==> src/rtl/arith_pkg.sv <==
// Shared arithmetic datapath types.
// FSM encoding and slice width for multi-cycle arithmetic blocks.
package arith_pkg;

  localparam int SLICE_W = 4;

  typedef enum logic [1:0] {
    IDLE = 2'd0,
    RUN  = 2'd1,
    DONE = 2'd2
  } arith_state_t;

endpackage

==> src/rtl/borrow_lookahead_slice_4.sv <==
// 4-bit borrow-lookahead subtract slice.
// Borrows are fully expanded from bin; group p/g kept for 2-level use.
import arith_pkg::*;

module borrow_lookahead_slice_4 (
  input  logic [3:0] a,
  input  logic [3:0] b,
  input  logic       bin,
  output logic [3:0] d,
  output logic       bout,
  output logic       gp,
  output logic       gg
);

  logic [3:0] g;
  logic [3:0] p;
  logic [4:0] c;

  assign g = ~a & b;
  assign p = ~(a ^ b);

  // Each borrow is a flat sum of products of g, p and bin.
  always_comb begin
    c[0] = bin;
    c[1] = g[0] | (p[0] & bin);
    c[2] = g[1] | (p[1] & g[0])
         | (p[1] & p[0] & bin);
    c[3] = g[2] | (p[2] & g[1])
         | (p[2] & p[1] & g[0])
         | (p[2] & p[1] & p[0] & bin);
    c[4] = g[3] | (p[3] & g[2])
         | (p[3] & p[2] & g[1])
         | (p[3] & p[2] & p[1] & g[0])
         | (p[3] & p[2] & p[1] & p[0] & bin);
  end

  assign d    = a ^ b ^ c[3:0];
  assign bout = c[4];
  assign gp   = &p;
  assign gg   = g[3] | (p[3] & g[2])
              | (p[3] & p[2] & g[1])
              | (p[3] & p[2] & p[1] & g[0]);

endmodule

==> src/rtl/seq_borrow_lookahead_subtractor.sv <==
// Multi-cycle subtractor: diff = a - b - bin, one 4-bit slice per clock.
// Borrow is registered between slices; valid/ready on both sides.
import arith_pkg::*;

module seq_borrow_lookahead_subtractor #(
  parameter int WIDTH = 16
) (
  input  logic             clk,
  input  logic             rst,
  input  logic             in_valid,
  output logic             in_ready,
  input  logic [WIDTH-1:0] a,
  input  logic [WIDTH-1:0] b,
  input  logic             bin,
  output logic             out_valid,
  input  logic             out_ready,
  output logic [WIDTH-1:0] diff,
  output logic             bout,
  output logic             ovf
);

  localparam int NSLICE = WIDTH / SLICE_W;
  localparam int KW = (NSLICE > 1) ? $clog2(NSLICE) : 1;

  arith_state_t state;
  arith_state_t state_n;

  logic [WIDTH-1:0] a_q;
  logic [WIDTH-1:0] b_q;
  logic             c_q;
  logic [KW-1:0]    k;
  logic [WIDTH-1:0] diff_q;
  logic             bout_q;
  logic             ovf_q;

  logic [3:0] a_s;
  logic [3:0] b_s;
  logic [3:0] d_s;
  logic       bout_s;
  logic       gp_s;
  logic       gg_s;
  logic       accept;
  logic       release_r;
  logic       last;

  assign a_s = a_q[k*SLICE_W +: SLICE_W];
  assign b_s = b_q[k*SLICE_W +: SLICE_W];
  assign last = (k == KW'(NSLICE - 1));

  borrow_lookahead_slice_4 u_slice (
    .a    (a_s),
    .b    (b_s),
    .bin  (c_q),
    .d    (d_s),
    .bout (bout_s),
    .gp   (gp_s),
    .gg   (gg_s)
  );

  // State register.
  always_ff @(posedge clk) begin
    if (rst) state <= IDLE;
    else     state <= state_n;
  end

  // Next state and handshake outputs.
  always_comb begin
    state_n   = state;
    in_ready  = 1'b0;
    out_valid = 1'b0;
    accept    = 1'b0;
    release_r = 1'b0;
    unique case (state)
      IDLE: begin
        in_ready = 1'b1;
        accept   = in_valid;
        if (in_valid) state_n = RUN;
      end
      RUN: begin
        if (last) state_n = DONE;
      end
      DONE: begin
        out_valid = 1'b1;
        release_r = out_ready;
        if (out_ready) state_n = IDLE;
      end
      default: state_n = IDLE;
    endcase
  end

  // Operand capture, per-slice writeback and final flags.
  always_ff @(posedge clk) begin
    if (rst) begin
      a_q    <= '0;
      b_q    <= '0;
      c_q    <= 1'b0;
      k      <= '0;
      diff_q <= '0;
      bout_q <= 1'b0;
      ovf_q  <= 1'b0;
    end else if (accept) begin
      a_q    <= a;
      b_q    <= b;
      c_q    <= bin;
      k      <= '0;
      diff_q <= '0;
      bout_q <= 1'b0;
      ovf_q  <= 1'b0;
    end else if (state == RUN) begin
      diff_q[k*SLICE_W +: SLICE_W] <= d_s;
      c_q <= bout_s;
      if (last) begin
        k      <= '0;
        bout_q <= bout_s;
        ovf_q  <= (a_q[WIDTH-1] ^ b_q[WIDTH-1])
                & (d_s[3] ^ a_q[WIDTH-1]);
      end else begin
        k <= k + 1'b1;
      end
    end
  end

  assign diff = diff_q;
  assign bout = bout_q;
  assign ovf  = ovf_q;

endmodule

==> config.mk <==
export PLATFORM = sky130hd
export DESIGN_NAME = seq_borrow_lookahead_subtractor
export DESIGN_NICKNAME = d
export VERILOG_FILES = /design/src/rtl/arith_pkg.sv /design/src/rtl/borrow_lookahead_slice_4.sv /design/src/rtl/seq_borrow_lookahead_subtractor.sv
export SDC_FILE = /design/constraint.sdc
export NUM_CORES = 1
export LEC_CHECK = 0
export ABC_AREA = 1
export BUFFER_PORTS_ARGS = -buffer_cell sky130_fd_sc_hd__buf_4
export CAP_MARGIN = 25
export CORE_MARGIN = 8
export CORE_UTILIZATION = 50
export CTS_BUF_LIST = sky130_fd_sc_hd__clkbuf_8 sky130_fd_sc_hd__clkbuf_16
export CTS_CLUSTER_SIZE = 30
export DETAILED_ROUTE_END_ITERATION = 8
export PLACE_DENSITY_LB_ADDON = 0.2
export SLEW_MARGIN = 20
export SYNTH_ARGS = -nofsm -noshare
export SYNTH_HDL_FRONTEND = slang
export SYNTH_SLANG_ARGS = --single-unit
==> constraint.sdc <==
create_clock -name clk -period 2.9 [get_ports clk]
set_input_delay 0.58 -clock clk [delete_from_list [all_inputs] [get_ports clk]]
set_output_delay 0.58 -clock clk [all_outputs]
set_load 0.01 [all_outputs]
==> impl_results.md <==
* Leakage power at 1.318 nW
* CP Max Fanout at 14
* Worst path required time at 3.13 ns
* Num Clock Sinks at 55
* Bufs on Longest Clock Path at 2
* Root buffer cell: clkbuf_8
* Clk slew on worst S/H paths at 0.09 ns
* Share of cells above drive strength 1 at 0.1894
* Peak supply drop at 225.7 uV
* Pre-CTS WS at 0.5298 ns
* Pwr Total at 1.548 mW
* RSZ-0062 raised after global routing: no
* Final setup TNS at 0 ns
* I/O pin count at 57
* Routed len/inst at 12.72 um
* P&R area growth vs syn at 21.49%
* CTS-repair resized insts at 0
* Nets at 443
* Setup slack after layout at 0.4634 ns
* Seq cells post-synth at 55
* Post-CTS setup buffer count at 0
* Antenna cells at 0
* Drc violations at 0
* Period utilisation layout at 0.8402
* Vias in the first global route at 2219
* Hold buffers post-CTS at 0
* TritonCTS Buffers at 5
* Initial antenna violation count at 0
* Core ar. at 4786 um2
* Final setup fails at 0
* Synth Instances at 345
* Die width at 86.76 um
* Router iterations before antenna repair at 4
* Largest net degree at the start of global routing at 34
* Total grt overflow at 0
* Detailed placer's ending HPWL at 4.486 mm
* Setup CP Type: reg -> reg
* Pwr Density at 508.8 nW/um2
* Slew @ Worst Pin at 0.8411 ns
* CP arrival at 2.67 ns
* Max_cap viols at 0
* Worst rel slew slack at 0.4387
* Die extent in y at 86.76 um
* Synth cell types at 28
* Gr usage total at 0.1637
* Critical Path End Type: flip-flop
* Via density at 5.071
* Fmax at 410.4 MHz
* Rows at 25
* Input/output buffers at 56
* Sequential share of the synthesized area at 0.4398
* Initial Utilization at 0.5231
* Routed Antenna Nets at 0
* # H-tree levels at 2
* First-pass GRT wire length at 10.10 mm
* First-iteration detailed-routing DRC count at 151
* Routed via count at 2348
* Synthesized Nets at 393
* Syn Area/Cell at 7.257 um2
* Clock latency on the worst-skew pair at 0.30 ns
* CP Launch Type: flip-flop
* Worst Hold Class: in -> reg
* Placer Congestion at 0.8704
* Ys Warns at 0
* Final count of hold timing violations at 0
* Max-slew violation count at 0
* Status: finished clean
* Mapped Area at 2504 um2
* Tmin final at 2.437 ns
* Worst clock skew at 0.005419 ns
* DIE AREA at 7527 um2
* Final WL at 5.888 mm
* TritonCTS clock tree: yes
[worst max-delay path, stage by stage, from the launching register on]
cell,delay [ns]
dfxtp_1,0.54
inv_1,0.29
a32o_1,0.38
fa_1,0.41
xnor2_1,0.33
nand2_1,0.09
nor2_1,0.13
nand2_1,0.08
a21oi_1,0.11
[area by class of cell]
class | count | area (um2)
Timing Repair Buffer | 60 | 450.4
Clock buffer | 5 | 68.82
Multi-Input combinational cell | 250 | 1239
Fill cell | 468 | 1744
Sequential cell | 55 | 1101
Tap cell | 67 | 83.83
Inverter | 23 | 86.33
Clock inverter | 3 | 12.51
[power by group]
group / internal [mW] / leakage (nW) / switching, mW
clock: 0.163 / 0.0505 / 0.235
combinational: 0.130 / 0.816 / 0.191
sequential: 0.801 / 0.451 / 0.0288
[sequential cells by signal, summed over array words and instances (netlist names)]
| signal | cells |
|---|---|
| state | 2 |
| k | 2 |
| b_q | 16 |
| diff | 16 |
| ovf | 1 |
| c_q | 1 |
| bout | 1 |
| a_q | 16 |
[layer usage]
layer | track usage | up-vias | share of wire
li1 | - | 1221 | -
met2 | 0.2528 | 75 | 0.44
met3 | 0.05009 | 13 | 0.068
met1 | 0.2097 | 1039 | 0.47
met5 | 0 | - | 0
met4 | 0.05634 | 0 | 0.017
[synthesized netlist by cell type]
| library cell | instances | area share |
|---|---|---|
| a21oi_1 | 24 | 0.048 |
| o21ai_1 | 3 | 0.0060 |
| a32oi_1 | 1 | 0.0035 |
| inv_2 | 3 | 0.0045 |
| a31oi_1 | 1 | 0.0025 |
| ha_1 | 10 | 0.050 |
| nor4_4 | 1 | 0.0085 |
| clkinv_1 | 1 | 0.0015 |
| buf_2 | 11 | 0.022 |
| a211oi_1 | 1 | 0.0030 |
| fa_1 | 1 | 0.0080 |
| o22ai_1 | 4 | 0.010 |
| dfxtp_1 | 55 | 0.44 |
| nor2_4 | 1 | 0.0045 |
| nand2_1 | 56 | 0.084 |
| nand3_1 | 8 | 0.016 |
| nand4_1 | 4 | 0.010 |
| nor3_1 | 1 | 0.0020 |
| o21ai_0 | 41 | 0.082 |
| xnor2_1 | 1 | 0.0035 |
| or2_0 | 1 | 0.0025 |
| nor2_1 | 82 | 0.12 |
| nand2_2 | 1 | 0.0025 |
| clkbuf_1 | 6 | 0.0090 |
| a22oi_1 | 2 | 0.0060 |
| inv_1 | 19 | 0.028 |
| a32o_1 | 3 | 0.012 |
| nor2_2 | 3 | 0.0075 |
[metrics by stage]
stage	hold slack, ns	utilization	instance area, um2	std cells
floorplan	0.4495	-	2504	345
global placement	0.4541	0.6186	2960	455
detailed placement	0.4566	0.6186	2960	455
CTS	0.4354	0.6356	3042	463
global route	0.4371	0.6356	3042	463
finish	0.4393	0.6356	3042	463
[cell usage in the layout (no fill, tap or decap), drive strengths merged, types with 2 or more instances in the layout]
cell	instances
a32o	3
buf	60
dfxtp	55
clkinv	2
nand4	4
nor2	86
o21ai	44
nand2	57
nand3	8
a21oi	24
inv	24
a22oi	2
o22ai	4
ha	10
clkbuf	5
[worst paths after layout]
kind	from	endpoint	slack, ns	cells past startpoint
max	k[1]	diff[5]	0.46	8
min	rst	state[1]	0.44	2
max reg2reg	k[1]	diff[5]	0.46	8
min reg2reg	diff[15]	diff[15]	0.47	2
[cells by family after synthesis]
kind of cell | Yosys count | synth area share
AO/OA/AOI/OAI | 80 | 0.1729
XOR/XNOR | 1 | 0.003499
adder cells (fa/ha/maj) | 11 | 0.05797
buffers and inverters | 40 | 0.06546
flip-flops | 55 | 0.4398
AND/OR/NAND/NOR | 158 | 0.2604
Power figures use the tool's default switching activity.
